===== config.mk =====
export PLATFORM = sky130hd
export DESIGN_NAME = serial_adder
export DESIGN_NICKNAME = d
export VERILOG_FILES = /design/src/rtl/serial_adder.sv
export SDC_FILE = /design/constraint.sdc
export NUM_CORES = 1
export LEC_CHECK = 0
export CAP_MARGIN = 25
export CORE_MARGIN = 1
export CORE_UTILIZATION = 41
export CTS_BUF_LIST = sky130_fd_sc_hd__clkbuf_4
export DETAILED_ROUTE_END_ITERATION = 8
export DONT_BUFFER_PORTS = 1
export PLACE_DENSITY = 0.66
export SLEW_MARGIN = 20
export SYNTH_ARGS = -nofsm -noshare
export SYNTH_HDL_FRONTEND = slang
export SYNTH_SLANG_ARGS = --single-unit

===== constraint.sdc =====
create_clock -name clk -period 1.5 [get_ports clk]
set_input_delay 0.3 -clock clk [delete_from_list [all_inputs] [get_ports clk]]
set_output_delay 0.3 -clock clk [all_outputs]
set_load 0.05 [all_outputs]

===== src/rtl/serial_adder.sv =====
// ----------------------------------------------------------------------------
// serial_adder
//   Bit-serial adder. One accepted start loads two WIDTH-bit operands and a
//   carry-in. The block then adds one bit per clock, LSB first, using two
//   cascaded half adders. It publishes sum/cout and pulses done one cycle later.
//
// Parameters
//   WIDTH  operand/result width in bits (2..32), default 8
//
// Ports
//   clk    in   1      rising-edge clock
//   rst    in   1      asynchronous, active-high reset
//   start  in   1      begin an addition (honoured only in IDLE)
//   a      in   WIDTH  operand A, sampled on the accepted start edge
//   b      in   WIDTH  operand B, sampled on the accepted start edge
//   cin    in   1      carry-in, sampled on the accepted start edge
//   busy   out  1      high while in ADD
//   done   out  1      one-cycle pulse: sum/cout valid
//   sum    out  WIDTH  registered result (a+b+cin) mod 2^WIDTH
//   cout   out  1      registered carry-out of the MSB
//   ovf    out  1      registered signed overflow (only with
//                      SERIAL_ADDER_OVF_EN defined)
//
// Build option
//   SERIAL_ADDER_OVF_EN  adds the ovf port and its logic.
// ----------------------------------------------------------------------------
module serial_adder #(
  parameter int WIDTH = 8
) (
  input  logic             clk,
  input  logic             rst,
  input  logic             start,
  input  logic [WIDTH-1:0] a,
  input  logic [WIDTH-1:0] b,
  input  logic             cin,
  output logic             busy,
  output logic             done,
  output logic [WIDTH-1:0] sum,
  output logic             cout
`ifdef SERIAL_ADDER_OVF_EN
  ,
  output logic             ovf
`endif
);

  localparam int CW = $clog2(WIDTH) + 1;
  localparam logic [CW-1:0] LAST_CNT = CW'(WIDTH - 1);

  typedef enum logic [1:0] {
    IDLE = 2'd0,
    ADD  = 2'd1,
    DONE = 2'd2
  } state_t;

  state_t r_state;
  state_t w_state_nxt;

  // Operand shift registers, carry flop, bit counter, sum accumulator
  logic [WIDTH-1:0] r_a_sh;
  logic [WIDTH-1:0] r_b_sh;
  logic [WIDTH-1:0] r_sum_sh;
  logic             r_carry;
  logic [CW-1:0]    r_cnt;

  // Published results
  logic [WIDTH-1:0] r_sum;
  logic             r_cout;
  logic             r_done;
`ifdef SERIAL_ADDER_OVF_EN
  logic             r_ovf;
`endif

  // FSM decode
  logic w_load;
  logic w_step;
  logic w_last;

  // Bit-slice adder
  logic w_s1;
  logic w_c1;
  logic w_s;
  logic w_c2;
  logic w_carry_nxt;

  // --------------------------------------------------------------------------
  // State register
  // --------------------------------------------------------------------------
  always_ff @(posedge clk or posedge rst) begin
    if (rst) begin
      r_state <= IDLE;
    end else begin
      r_state <= w_state_nxt;
    end
  end

  // --------------------------------------------------------------------------
  // Next state and control decode
  // --------------------------------------------------------------------------
  always_comb begin
    w_state_nxt = r_state;
    w_load      = 1'b0;
    w_step      = 1'b0;
    w_last      = 1'b0;
    case (r_state)
      IDLE: begin
        if (start) begin
          w_load      = 1'b1;
          w_state_nxt = ADD;
        end
      end
      ADD: begin
        w_step = 1'b1;
        if (r_cnt == LAST_CNT) begin
          w_last      = 1'b1;
          w_state_nxt = DONE;
        end
      end
      DONE: begin
        w_state_nxt = IDLE;
      end
      default: begin
        w_state_nxt = IDLE;
      end
    endcase
  end

  // --------------------------------------------------------------------------
  // Two cascaded half adders on the current LSBs
  // --------------------------------------------------------------------------
  always_comb begin
    w_s1        = r_a_sh[0] ^ r_b_sh[0];
    w_c1        = r_a_sh[0] & r_b_sh[0];
    w_s         = w_s1 ^ r_carry;
    w_c2        = w_s1 & r_carry;
    w_carry_nxt = w_c1 | w_c2;
  end

  // --------------------------------------------------------------------------
  // Serial datapath
  // --------------------------------------------------------------------------
  always_ff @(posedge clk or posedge rst) begin
    if (rst) begin
      r_a_sh   <= '0;
      r_b_sh   <= '0;
      r_sum_sh <= '0;
      r_carry  <= 1'b0;
      r_cnt    <= '0;
    end else if (w_load) begin
      r_a_sh   <= a;
      r_b_sh   <= b;
      r_sum_sh <= '0;
      r_carry  <= cin;
      r_cnt    <= '0;
    end else if (w_step) begin
      r_a_sh   <= {1'b0, r_a_sh[WIDTH-1:1]};
      r_b_sh   <= {1'b0, r_b_sh[WIDTH-1:1]};
      // New bit enters at the MSB; after WIDTH shifts bit 0 sits at [0].
      r_sum_sh <= {w_s, r_sum_sh[WIDTH-1:1]};
      r_carry  <= w_carry_nxt;
      // The counter stops at WIDTH-1 rather than wrapping.
      if (!w_last) begin
        r_cnt <= r_cnt + CW'(1);
      end
    end
  end

  // --------------------------------------------------------------------------
  // Result registers: captured on the final ADD edge, so they change only when
  // DONE is entered and hold through the next operation. done follows DONE by
  // one cycle.
  // --------------------------------------------------------------------------
  always_ff @(posedge clk or posedge rst) begin
    if (rst) begin
      r_sum  <= '0;
      r_cout <= 1'b0;
      r_done <= 1'b0;
    end else begin
      r_done <= (r_state == DONE);
      if (w_last) begin
        r_sum  <= {w_s, r_sum_sh[WIDTH-1:1]};
        r_cout <= w_carry_nxt;
      end
    end
  end

`ifdef SERIAL_ADDER_OVF_EN
  // On the final bit, r_carry is the carry into the MSB.
  always_ff @(posedge clk or posedge rst) begin
    if (rst) begin
      r_ovf <= 1'b0;
    end else if (w_last) begin
      r_ovf <= r_carry ^ w_carry_nxt;
    end
  end

  assign ovf = r_ovf;
`endif

  assign busy = (r_state == ADD);
  assign done = r_done;
  assign sum  = r_sum;
  assign cout = r_cout;

endmodule


[Word-level counts from Yosys, hierarchy flattened]
Index checks and enable logic that the tools add are counted.
Storage, ports and cells
  flip-flop bits (word level): 41
  input bits: 20
Cells by class
  $add $sub $neg: 1
  equality and inequality tests: 6
  mux-type cells: 19
  bitwise logic cells: 5
  reductions and logical operators: 4
Operator list (count)
  $mux W8: 6
  $mux W4: 3
  $mux W1: 7
  $add A4 B1 Y4 const B: 1
  $eq A4 B3 Y1 const B: 1
  $mux W2: 2
  $ne A2 B2 Y1 const B: 2
  $pmux W2 S2: 1
  $reduce_and A2 Y1: 2
  $and A1 B1 Y1: 2
  $eq A2 B1 Y1 const B: 1
  $eq A2 B2 Y1 const B: 1
  $logic_not A2 Y1: 1
  $ne A2 B1 Y1 const B: 1
  $reduce_bool A2 Y1: 1
  $xor A1 B1 Y1: 2
  $or A1 B1 Y1: 1

[Depth between registers and ports, before layout]
  depth in word-level cells: 6
  depth in mapped cells: 5

[Worst setup path before layout]
OpenSTA, ideal clock, no wires.
  kind: reg-to-reg
  start: reg r_cnt[0]
  end: reg r_cout (netlist: cout)
  data arrival time: 1.262 ns
  required time: 1.375 ns
  path slack: 0.113 ns
  stages on the path, launching flop included: 5
  clock period less this slack: 1.387 ns
  cells stage by stage: dfrtp_1 -> ha_1 -> nand3b_1 -> nor2_8 -> mux2_2
On the way
  cells in the longest elaborated chain, start to end: 3
RTL lines
  start: declaration: RTL line 63  | logic [CW-1:0] r_cnt;
  start signal: assignment: RTL line 162  | r_cnt <= r_cnt + CW'(1);
  $eq A4 B3 Y1: RTL line 113  | if (r_cnt == LAST_CNT) begin
  $mux W1: RTL line 113
  $mux W1: RTL line 104  | case (r_state)
  end signal: assignment: RTL line 181  | r_cout <= w_carry_nxt;
  end: declaration: RTL line 67  | logic r_cout;
No other way between the ends.
A chain may end at the register's enable or synchronous reset.

[Worst setup path after layout]
  start: reg r_cnt[0]
  end: reg r_sum[0] (netlist: sum[0])
On the way
  cells in the longest elaborated chain, start to end: 3
RTL lines
  $eq A4 B3 Y1: RTL line 113
  $mux W1: RTL line 113
  $mux W1: RTL line 104
  end signal: assignment: RTL line 180  | r_sum <= {w_s, r_sum_sh[WIDTH-1:1]};
  end: declaration: RTL line 66  | logic [WIDTH-1:0] r_sum;
No other way between the ends.

==> flow_metrics.tcl <==
set metrics [dict create \
    run_status "completed" \
    tritoncts "built" \
    worst_clock_skew_ns 0.0124 \
    numCtsBuffers 5 \
    synthCells 140 \
    timing_hold_violations_final 0 \
    slew_violations 0 \
    drc_errors 0 \
    antennaDiodeCount 0 \
    root_buffer "clkbuf_4" \
    global_route_wire_length_before_repair_mm 5.66 \
    final-setup-viol-count 0 \
    drt-pass1-iter-count 4 \
    clk_latency_ns 0.35 \
    logic_depth_of_the_worst_register_to_register_path 5 \
    number_of_filler_cells_placed_in_the_layout 335 \
    synth_sequential_area_ratio_pct 59.8 \
    slew-limit-headroom_pct 67.3 \
    depth_of_the_cts_h_tree 2 \
    drtIter0Drc 49 \
    initial_cell_density_of_the_core_pct 44.1 \
    multi_input_area_sq_um 634 \
    place.detailed.hpwl_mm 2.22 \
    die_x_um 65.9 \
    portBuffers 0 \
    fp-row-count 22 \
    final-seq-area_sq_mm 0.00100 \
    timing.final.ws_setup_ns 0.0366 \
    placeableCoreArea_sq_mm 0.00380 \
    route.final.wire_length_mm 3.39 \
    chipHeight_um 65.9 \
    tightestPinTransition_ns 0.491 \
    track_usage_pct 17.9 \
    max_cap_violations 0 \
    reg2reg_setup_slack_ns 0.04 \
    critPathArrivalTime_ns 1.71 \
    synthesis.area_per_instance_sq_um 12.0 \
    irDropWorstVdd_v 0.000744 \
    synth-warning-count 0 \
    postPlaceCellArea_sq_mm 0.00177 \
    detailroute.via_count 1125 \
    worstPathCellList "ha_2, nand3b_1, buf_4, nor2_4, mux2_2" \
    avgViaCountPerCell 5.54 \
    timing.rr.end "sum[0]" \
    overflow_left_after_global_routing 0 \
    worst-path-max-fanout 5 \
    design_area_sq_mm 0.00191 \
    area_of_the_die_sq_mm 0.00434 \
    netlist_area_sq_mm 0.00167 \
    power.density_mw_per_mm2 2230 \
    post_route_cells_drive_above_1_share_pct 21.3 \
    num_io_pins 31 \
    timing.rr.start "r_cnt[0]" \
    critPathCaptureType "flop" \
    post_synth_num_cell_types 29 \
    fin_crit_ns 1.46 \
    avgRoutedWirePerCell_um 16.7 \
    critical_path.endpoint "sum[0]" \
    worst_setup_hold_path_clk_slew_ns 0.12 \
    nNetsFinal 176 \
    synthesis.nets 162 \
    critical_path.startpoint "r_cnt[0]" \
    vias_in_the_first_global_route 1162 \
    setup_total_negative_slack_ns 0 \
    critical-path-max-stage-delay_ns 0.39 \
    p_leak_nw 0.865 \
    gp_congestion 0.858 \
    fin_crit_sh_pct 97.6 \
    maxClockFrequency_mhz 683 \
    cts_num_sinks 40 \
    area_growth_syn_to_layout_pct 14.3 \
    dp_slack_ns -0.0499 \
    cpMaxStageDelayCell "dfrtp_1" \
    number_of_nets_with_antenna_violations_after_routing 0 \
    number_of_instances_in_the_placed_design 188 \
    critical_path_class "reg -> reg" \
    finalNonFillerCells 203 \
    worst_hold_path_type "in -> reg" \
    grt_start_max_net_pins 41 \
    grt_antenna_before_repair 0 \
    clk_path_buf_depth 2 \
    startpoint_type "flop" \
    timing.critical_path.required_ns 1.75 \
    synth-seq-cells 40 \
]
what timing repair did:
item | in CTS | in global routing
buffers inserted | 4 | 1
gates cloned | 1 | 0
hold endpoints to repair | 40 | 0
gates resized for setup | 1 | 1
pin swaps | 2 | 3
endpoints found under the setup margin | 10 | 6
hold buffers | 1 | 0
logic make-up (layout without fill, tap and decap cells):
logic type,Yosys count,after routing,synth area share [%]
DFF,40,40,59.8
adders and majority gates,2,2,1.94
muxes,9,9,6.05
AOI/OAI and AO/OA,47,47,18.9
buffers and inverters,11,25,3.14
and+or+nand+nor,31,32,10.2
power breakdown:
part           switching (mW)  total (mW)  internal, mW
combinational           0.708        1.40         0.695
clock                   0.334       0.675         0.340
sequential              0.692        2.19          1.50
total                    1.74        4.27          2.53
sequential cells by signal (all words and copies together) (netlist names):
signal and flops:
cout 1, done 1, r_a_sh 8, r_b_sh 8
r_carry 1, r_cnt 4, r_state 2, r_sum_sh 7
sum 8
worst max-delay path: cells and delay by family, from the launching register on:
family	cells	cell delay, ns
fa+ha+maj	1	0.22
buf+inv	1	0.17
flops	1	0.39
mux	1	0.35
simple gates	2	0.23
cells in the mapped netlist:
cell type  count  area [sq um]
nand4_1        1          6.26
ha_1           1          12.5
a21oi_1        4          20.0
fa_1           1          20.0
buf_2          3          15.0
or3_1          1          6.26
dfrtp_1       40          1000
o21bai_2       1          11.3
inv_2          1          3.75
a22o_1         9          78.8
a22oi_1       15           113
nand3_1        2          10.0
nand2b_1       1          6.26
clkbuf_1       2          7.51
nor2_8         1          20.0
and3_1         1          6.26
nand2b_4       1          13.8
nor2_1         3          11.3
a211o_1        1          8.76
nor2b_1        1          6.26
nor4_1         1          6.26
inv_1          3          11.3
and3b_1        1          8.76
buf_4          2          15.0
nand3b_1       1          7.51
nor3_1         1          5.00
o21ai_0       17          85.1
nand2_1       15          56.3
mux2_2         9           101
per-stage QoR:
stage	util (%)	hold slack [ns]	power (mW)
after detailed placement	46.7	0.347	3.49
after floorplan	-	0.433	3.07
after global routing	50.4	0.0694	4.55
final	50.4	0.0817	4.27
after CTS	50.1	0.0792	4.27
after global placement	46.7	0.340	3.41
layer usage:
metal	track usage (%)	wire, um
met5	0	0
met4	6.79	74
met3	5.52	178
met2	28.1	1670
met1	23.1	1470
placed cells by master, fill, tap and decap left out, drive strengths merged, types with 2 or more instances in the layout:
| cell type | instances |
|---|---|
| dfrtp | 40 |
| o21ai | 17 |
| a22oi | 15 |
| nand2 | 15 |
| buf | 12 |
| a22o | 9 |
| mux2 | 9 |
| clkbuf | 5 |
| nor2 | 5 |
| a21oi | 4 |
| inv | 4 |
| nand3 | 2 |
| clkinv | 2 |
| nand2b | 2 |
final cells by class:
| cell class | instances | share of cell area [%] |
|---|---|---|
| clock buffer | 5 | 1.96 |
| clock inverter | 3 | 1.96 |
| inverter | 4 | 0.916 |
| timing repair buffer | 13 | 6.54 |
| sequential | 40 | 52.3 |
| tap | 48 | 3.14 |
| multi-input combinational | 90 | 33.2 |
worst min-delay path by stage:
stage	startpoint	to	slack, ns	depth (start not counted)
6_report	b[7]	r_b_sh[7]	0.08	1
5_1_grt	b[7]	r_b_sh[7]	0.07	1
4_1_cts	b[7]	r_b_sh[7]	0.08	1
3_5_place_dp	rst	r_sum_sh[1]	0.35	2
3_3_place_gp	rst	r_sum_sh[1]	0.34	2
2_1_floorplan	a[7]	r_a_sh[7]	0.43	1
(Power assumes the default switching activity.)
